--- src/rtl/keypad_scanner.sv ---
// 4x4 matrix keypad scanner: walks an active-low column, synchronises and
// debounces the rows, and emits a one-cycle key_valid with the encoded key.
module keypad_scanner #(
    parameter int SCAN_DIV     = 16,
    parameter int DEBOUNCE_CYC = 1000,
    parameter int CNT_W        = 16
) (
    input  logic       clk,
    input  logic       rst_n,
    input  logic [3:0] rows,
    output logic [3:0] cols,
    output logic [3:0] key_code,
    output logic       key_valid,
    output logic       key_held
);

    typedef enum logic [1:0] {
        ST_SCAN,
        ST_DEBOUNCE,
        ST_HELD,
        ST_RELEASE
    } state_t;

    localparam logic [CNT_W-1:0] SCAN_LAST = CNT_W'(SCAN_DIV - 1);
    // The cycle that detected the edge is the first stable cycle, so the
    // state itself needs DEBOUNCE_CYC-1 more; the registered output then
    // lands exactly DEBOUNCE_CYC cycles after that detecting cycle.
    localparam logic [CNT_W-1:0] STABLE_LAST = CNT_W'(DEBOUNCE_CYC - 2);

    state_t           r_state;
    logic [1:0]       r_col;
    logic [1:0]       r_row;
    logic [CNT_W-1:0] r_cnt;
    logic [3:0]       r_sync1;
    logic [3:0]       r_rs;
    logic [3:0]       r_key_code;
    logic             r_key_valid;
    logic             r_key_held;

    state_t           w_state_nxt;
    logic [1:0]       w_col_nxt;
    logic [1:0]       w_row_nxt;
    logic [CNT_W-1:0] w_cnt_nxt;
    logic [3:0]       w_code_nxt;
    logic             w_valid_nxt;
    logic             w_held_nxt;
    logic [CNT_W-1:0] w_cnt_inc;
    logic [1:0]       w_low_row;
    logic             w_row_high;

    function automatic logic [3:0] f_encode(input logic [1:0] row, input logic [1:0] col);
        logic [3:0] code;
        case ({row, col})
            4'b00_00: code = 4'd1;
            4'b00_01: code = 4'd2;
            4'b00_10: code = 4'd3;
            4'b00_11: code = 4'hA;
            4'b01_00: code = 4'd4;
            4'b01_01: code = 4'd5;
            4'b01_10: code = 4'd6;
            4'b01_11: code = 4'hB;
            4'b10_00: code = 4'd7;
            4'b10_01: code = 4'd8;
            4'b10_10: code = 4'd9;
            4'b10_11: code = 4'hC;
            4'b11_00: code = 4'hF;
            4'b11_01: code = 4'd0;
            4'b11_10: code = 4'hE;
            default:  code = 4'hD;
        endcase
        return code;
    endfunction

    assign w_cnt_inc  = (r_cnt == {CNT_W{1'b1}}) ? r_cnt : r_cnt + CNT_W'(1);
    assign w_row_high = r_rs[r_row];

    always_comb begin
        if (!r_rs[0])      w_low_row = 2'd0;
        else if (!r_rs[1]) w_low_row = 2'd1;
        else if (!r_rs[2]) w_low_row = 2'd2;
        else               w_low_row = 2'd3;
    end

    // NOTE: every output of this block gets a default first so no path can
    // leave one unassigned and infer a latch.
    always_comb begin
        w_state_nxt = r_state;
        w_col_nxt   = r_col;
        w_row_nxt   = r_row;
        w_cnt_nxt   = w_cnt_inc;
        w_code_nxt  = r_key_code;
        w_valid_nxt = 1'b0;
        w_held_nxt  = r_key_held;

        case (r_state)
            ST_SCAN: begin
                if (r_cnt >= SCAN_LAST) begin
                    w_cnt_nxt = '0;
                    if (r_rs == 4'b1111) begin
                        w_col_nxt = r_col + 2'd1;
                    end else begin
                        w_row_nxt   = w_low_row;
                        w_state_nxt = ST_DEBOUNCE;
                    end
                end
            end
            ST_DEBOUNCE: begin
                if (w_row_high) begin
                    w_cnt_nxt   = '0;
                    w_col_nxt   = r_col + 2'd1;
                    w_state_nxt = ST_SCAN;
                end else if (r_cnt >= STABLE_LAST) begin
                    w_cnt_nxt   = '0;
                    w_code_nxt  = f_encode(r_row, r_col);
                    w_valid_nxt = 1'b1;
                    w_held_nxt  = 1'b1;
                    w_state_nxt = ST_HELD;
                end
            end
            ST_HELD: begin
                w_cnt_nxt = '0;
                if (w_row_high) begin
                    w_state_nxt = ST_RELEASE;
                end
            end
            default: begin
                if (!w_row_high) begin
                    w_cnt_nxt   = '0;
                    w_state_nxt = ST_HELD;
                end else if (r_cnt >= STABLE_LAST) begin
                    w_cnt_nxt   = '0;
                    w_held_nxt  = 1'b0;
                    w_col_nxt   = r_col + 2'd1;
                    w_state_nxt = ST_SCAN;
                end
            end
        endcase
    end

    // NOTE: registered state uses non-blocking assignments so every flop
    // samples the pre-edge values regardless of statement order.
    always_ff @(posedge clk or negedge rst_n) begin
        if (!rst_n) begin
            r_state     <= ST_SCAN;
            r_col       <= 2'd0;
            r_row       <= 2'd0;
            r_cnt       <= '0;
            r_sync1     <= 4'b1111;
            r_rs        <= 4'b1111;
            r_key_code  <= 4'd0;
            r_key_valid <= 1'b0;
            r_key_held  <= 1'b0;
        end else begin
            r_state     <= w_state_nxt;
            r_col       <= w_col_nxt;
            r_row       <= w_row_nxt;
            r_cnt       <= w_cnt_nxt;
            r_sync1     <= rows;
            r_rs        <= r_sync1;
            r_key_code  <= w_code_nxt;
            r_key_valid <= w_valid_nxt;
            r_key_held  <= w_held_nxt;
        end
    end

    assign cols      = ~(4'b0001 << r_col);
    assign key_code  = r_key_code;
    assign key_valid = r_key_valid;
    assign key_held  = r_key_held;

endmodule
--- config.mk ---
export PLATFORM = sky130hd
export DESIGN_NAME = keypad_scanner
export DESIGN_NICKNAME = d
export VERILOG_FILES = /design/src/rtl/keypad_scanner.sv
export SDC_FILE = /design/constraint.sdc
export NUM_CORES = 1
export LEC_CHECK = 0
export ABC_CLOCK_PERIOD_IN_PS = 4200
export BUFFER_PORTS_ARGS = -buffer_cell sky130_fd_sc_hd__clkbuf_2
export CAP_MARGIN = 20
export CORE_UTILIZATION = 35
export CTS_CLUSTER_SIZE = 20
export DETAILED_ROUTE_END_ITERATION = 16
export PLACE_DENSITY = 0.48
export SLEW_MARGIN = 40
export SYNTH_ARGS = -nofsm -noshare
export SYNTH_HDL_FRONTEND = slang
export SYNTH_SLANG_ARGS = --single-unit
--- constraint.sdc ---
create_clock -name clk -period 4.2 [get_ports clk]
set_clock_uncertainty 0.2 [all_clocks]
set_input_delay 0.21 -clock clk [delete_from_list [all_inputs] [get_ports clk]]
set_output_delay 0.21 -clock clk [all_outputs]
set_load 0.02 [all_outputs]
==> metrics.txt <==
buffers inserted during post-CTS setup optimization 0; warning count from the yosys run 0; relative area change from synthesis to final layout 17.41%; Residual DRC 0; antenna diode instance count 0; share of Yosys cell area claimed by the top area cell type 37.79%; proportion of register bits with asynchronous set or reset after synthesis between 90% and 100%; type of element capturing the critical path flop; Max transition margin 65.47%; outcome complete, no violations; Area contributors post-synth dfrtp_1 (38%), dfstp_2 (11%), ha_1 (8.8%); Detail Placement HPWL 2.444 mm; total global routing track utilization between 10% and 20%; Hold Path Cell Cnt 0; CTS root buf clkbuf_8; final weighted congestion in routability-driven placement approximately 0.88; Starting Density a little over a third; Post-synth EDFFs 0; proportion of synthesized chip area in sequential cells about half; via count of the first global-routing pass approximately 1,300; final layout net count 222; area of the die about 0.0056 mm2; CP startpoint kind flop; worst path arrival time ~2500 ps; count of nets left with antenna violations after detail routing 0; fraction of final layout cells with drive strength greater than 1 about a fifth; Clock transition at path regs about 70 ps; area of the multi-input gates about 890 um2; Max FO, Critical Path 9; chip height between 70 and 80 um; CP Class flop to flop; measured slew at the worst slew-check pin around 510 ps; global-route congestion overflow total 0; number of non-filler instances in the completed layout between 200 and 300; worst hold slack between 150 and 200 ps; pin count of the biggest net entering global routing 37; TritonRoute pass-1 iters 4; core area 0.005107 mm2; dpl cells about 260; IO Port Bufs 15; Min-Delay Path Class flop to flop; flops & latches, synth 36; worst skew pair latency between 200 and 300 ps; cts bufs inserted 5; cell count of the worst reg-to-reg path 5; post-CTS sizing 0; Avg Inst Size Synth 10.60 um2; site row count 26; number of antenna violations at the first check in global routing 0; wire length of the first global-routing pass approximately 5.6 mm; area used by sequential logic in the layout about 900 um2; unrepaired setup endpoints after global routing false; post-synthesis cell count 175; maximum clock frequency between 300 and 400 MHz; Post-Place Worst Slack approximately 1700 ps; required time of the worst setup path roughly 4200 ps; reported leakage power approximately 0.96 nW; post-route setup TNS 0 ps; flip-flop cell with the highest count after synthesis dfrtp_1; CTS tree done; Pins Over Slew Limit 0; number of hold-slack violations in the final timing report 0; final critical delay including setup and external delays 2501 ps; most numerous cell in the Yosys netlist dfrtp_1; post-synthesis cell type count 49; Routed WL per cell between 10 and 15 um; total of hold buffers inserted after clock tree synthesis 5; number of buffers on the longest clock path 2; total wire length after detailed routing about 3.4 mm; number of clock sinks 36; count of max-cap constraint violations 0; Cell Pwr Density about 600 mW/mm2; Finish-stage setup viols 0; top post-synthesis cells by count dfrtp_1 (28), nor2_1 (16), ha_1 (13), inv_1 (13), nand2_1 (13); number of filler cells placed in the layout 497; DR vias around 1,300; DRC violation total after the first TritonRoute iteration 94; Final Worst Setup Slack between 1500 and 2000 ps; # IOs 16; number of vias per cell after detailed routing between 4 and 5; Register-to-Register Setup Slack around 1700 ps; Die Span X roughly 75 um; final period utilization 59.55%; utilization after layout a little over two fifths; library cell with the largest summed area after synthesis dfrtp_1; area of the mapped netlist 0.001854 mm2; number of H-tree levels 2; VDD IR max roughly 210 uV
-- placed cells by master, fill, tap and decap left out, drive strengths merged, types with 2 or more instances in the layout --
cell type,n
inv,14
nor3,5
nand2b,3
nor2b,2
nand4,2
mux2,2
conb,6
o31ai,2
o21ai,8
and4,4
o32a,2
dfrtp,28
nor4,3
a211oi,4
dlygate4sd3,5
xnor2,5
ha,13
dfstp,8
clkbuf,20
a21oi,9
a31oi,2
and3,3
nand3,4
nor2,16
nand2,13
-- metal layers --
metal	GRT usage, %	part of all wire (%)	vias up
met5	0	0	-
met4	5.870	1.1	0
met3	4.016	2.7	4
met2	20.02	46	20
met1	18.34	50	621
li1	-	-	668
-- area by class of cell --
class / instances / area share [%]
repair buffers: 20 / 5.862
multi-input cells: 126 / 40.75
clock buffers: 5 / 3.161
clock inverters: 3 / 1.954
well taps: 70 / 4.023
inverters: 14 / 2.414
flip-flops and latches: 36 / 41.84
-- final timing paths --
check / startpoint / endpoint
worst max-delay path: r_row[0]$_DFFE_PN0P_ / key_held$_DFFE_PN0P_
worst min-delay path: r_sync1[1]$_DFF_PN1_ / r_rs[1]$_DFF_PN1_
worst max register to register: r_row[0]$_DFFE_PN0P_ / key_held$_DFFE_PN0P_
worst min register to register: r_sync1[1]$_DFF_PN1_ / r_rs[1]$_DFF_PN1_
max in group asynchronous: rst_n / r_sync1[3]$_DFF_PN1_
min in group asynchronous: rst_n / r_state[0]$_DFFE_PN0P_
-- stage by stage --
stage / area [um2] / power, mW
floorplan: 1873 / 0.9005
global placement: 2013 / 1.035
detailed placement: 2016 / 1.035
CTS: 2177 / 1.345
global route: 2177 / 1.438
finish: 2177 / 1.325
-- registers in the layout, summed over array words and instances, names as in the netlist, named ones only --
name / cells
r_rs: 4
key_valid: 1
r_state: 1
key_held: 1
r_col: 2
key_code: 4
r_row: 2
r_cnt: 16
r_sync1: 4
-- power by group --
group,switching [mW],total (mW),internal [mW]
Sequential,0.0791,0.495,0.416
Clock,0.122,0.297,0.176
Combinational,0.308,0.533,0.225
Total,0.509,1.33,0.817
-- critical path, cell delays in order (launching register included) --
cell and delay [ps]:
dfrtp_1 510, mux4_2 620, inv_2 110, ha_1 220, nor4_1 370, mux2_1 360
-- cells by family after synthesis --
family / count (synthesis) / share of synthesized area, %
multiplexers: 4 / 2.969
AND/OR/NAND/NOR: 61 / 17.68
AO/OA/AOI/OAI: 36 / 14.37
flip-flops: 36 / 49.12
buffers and inverters: 18 / 4.048
XOR/XNOR: 6 / 2.834
other: 1 / 0.2022
adder cells (fa/ha/maj): 13 / 8.772
Power figures use the tool's default switching activity.
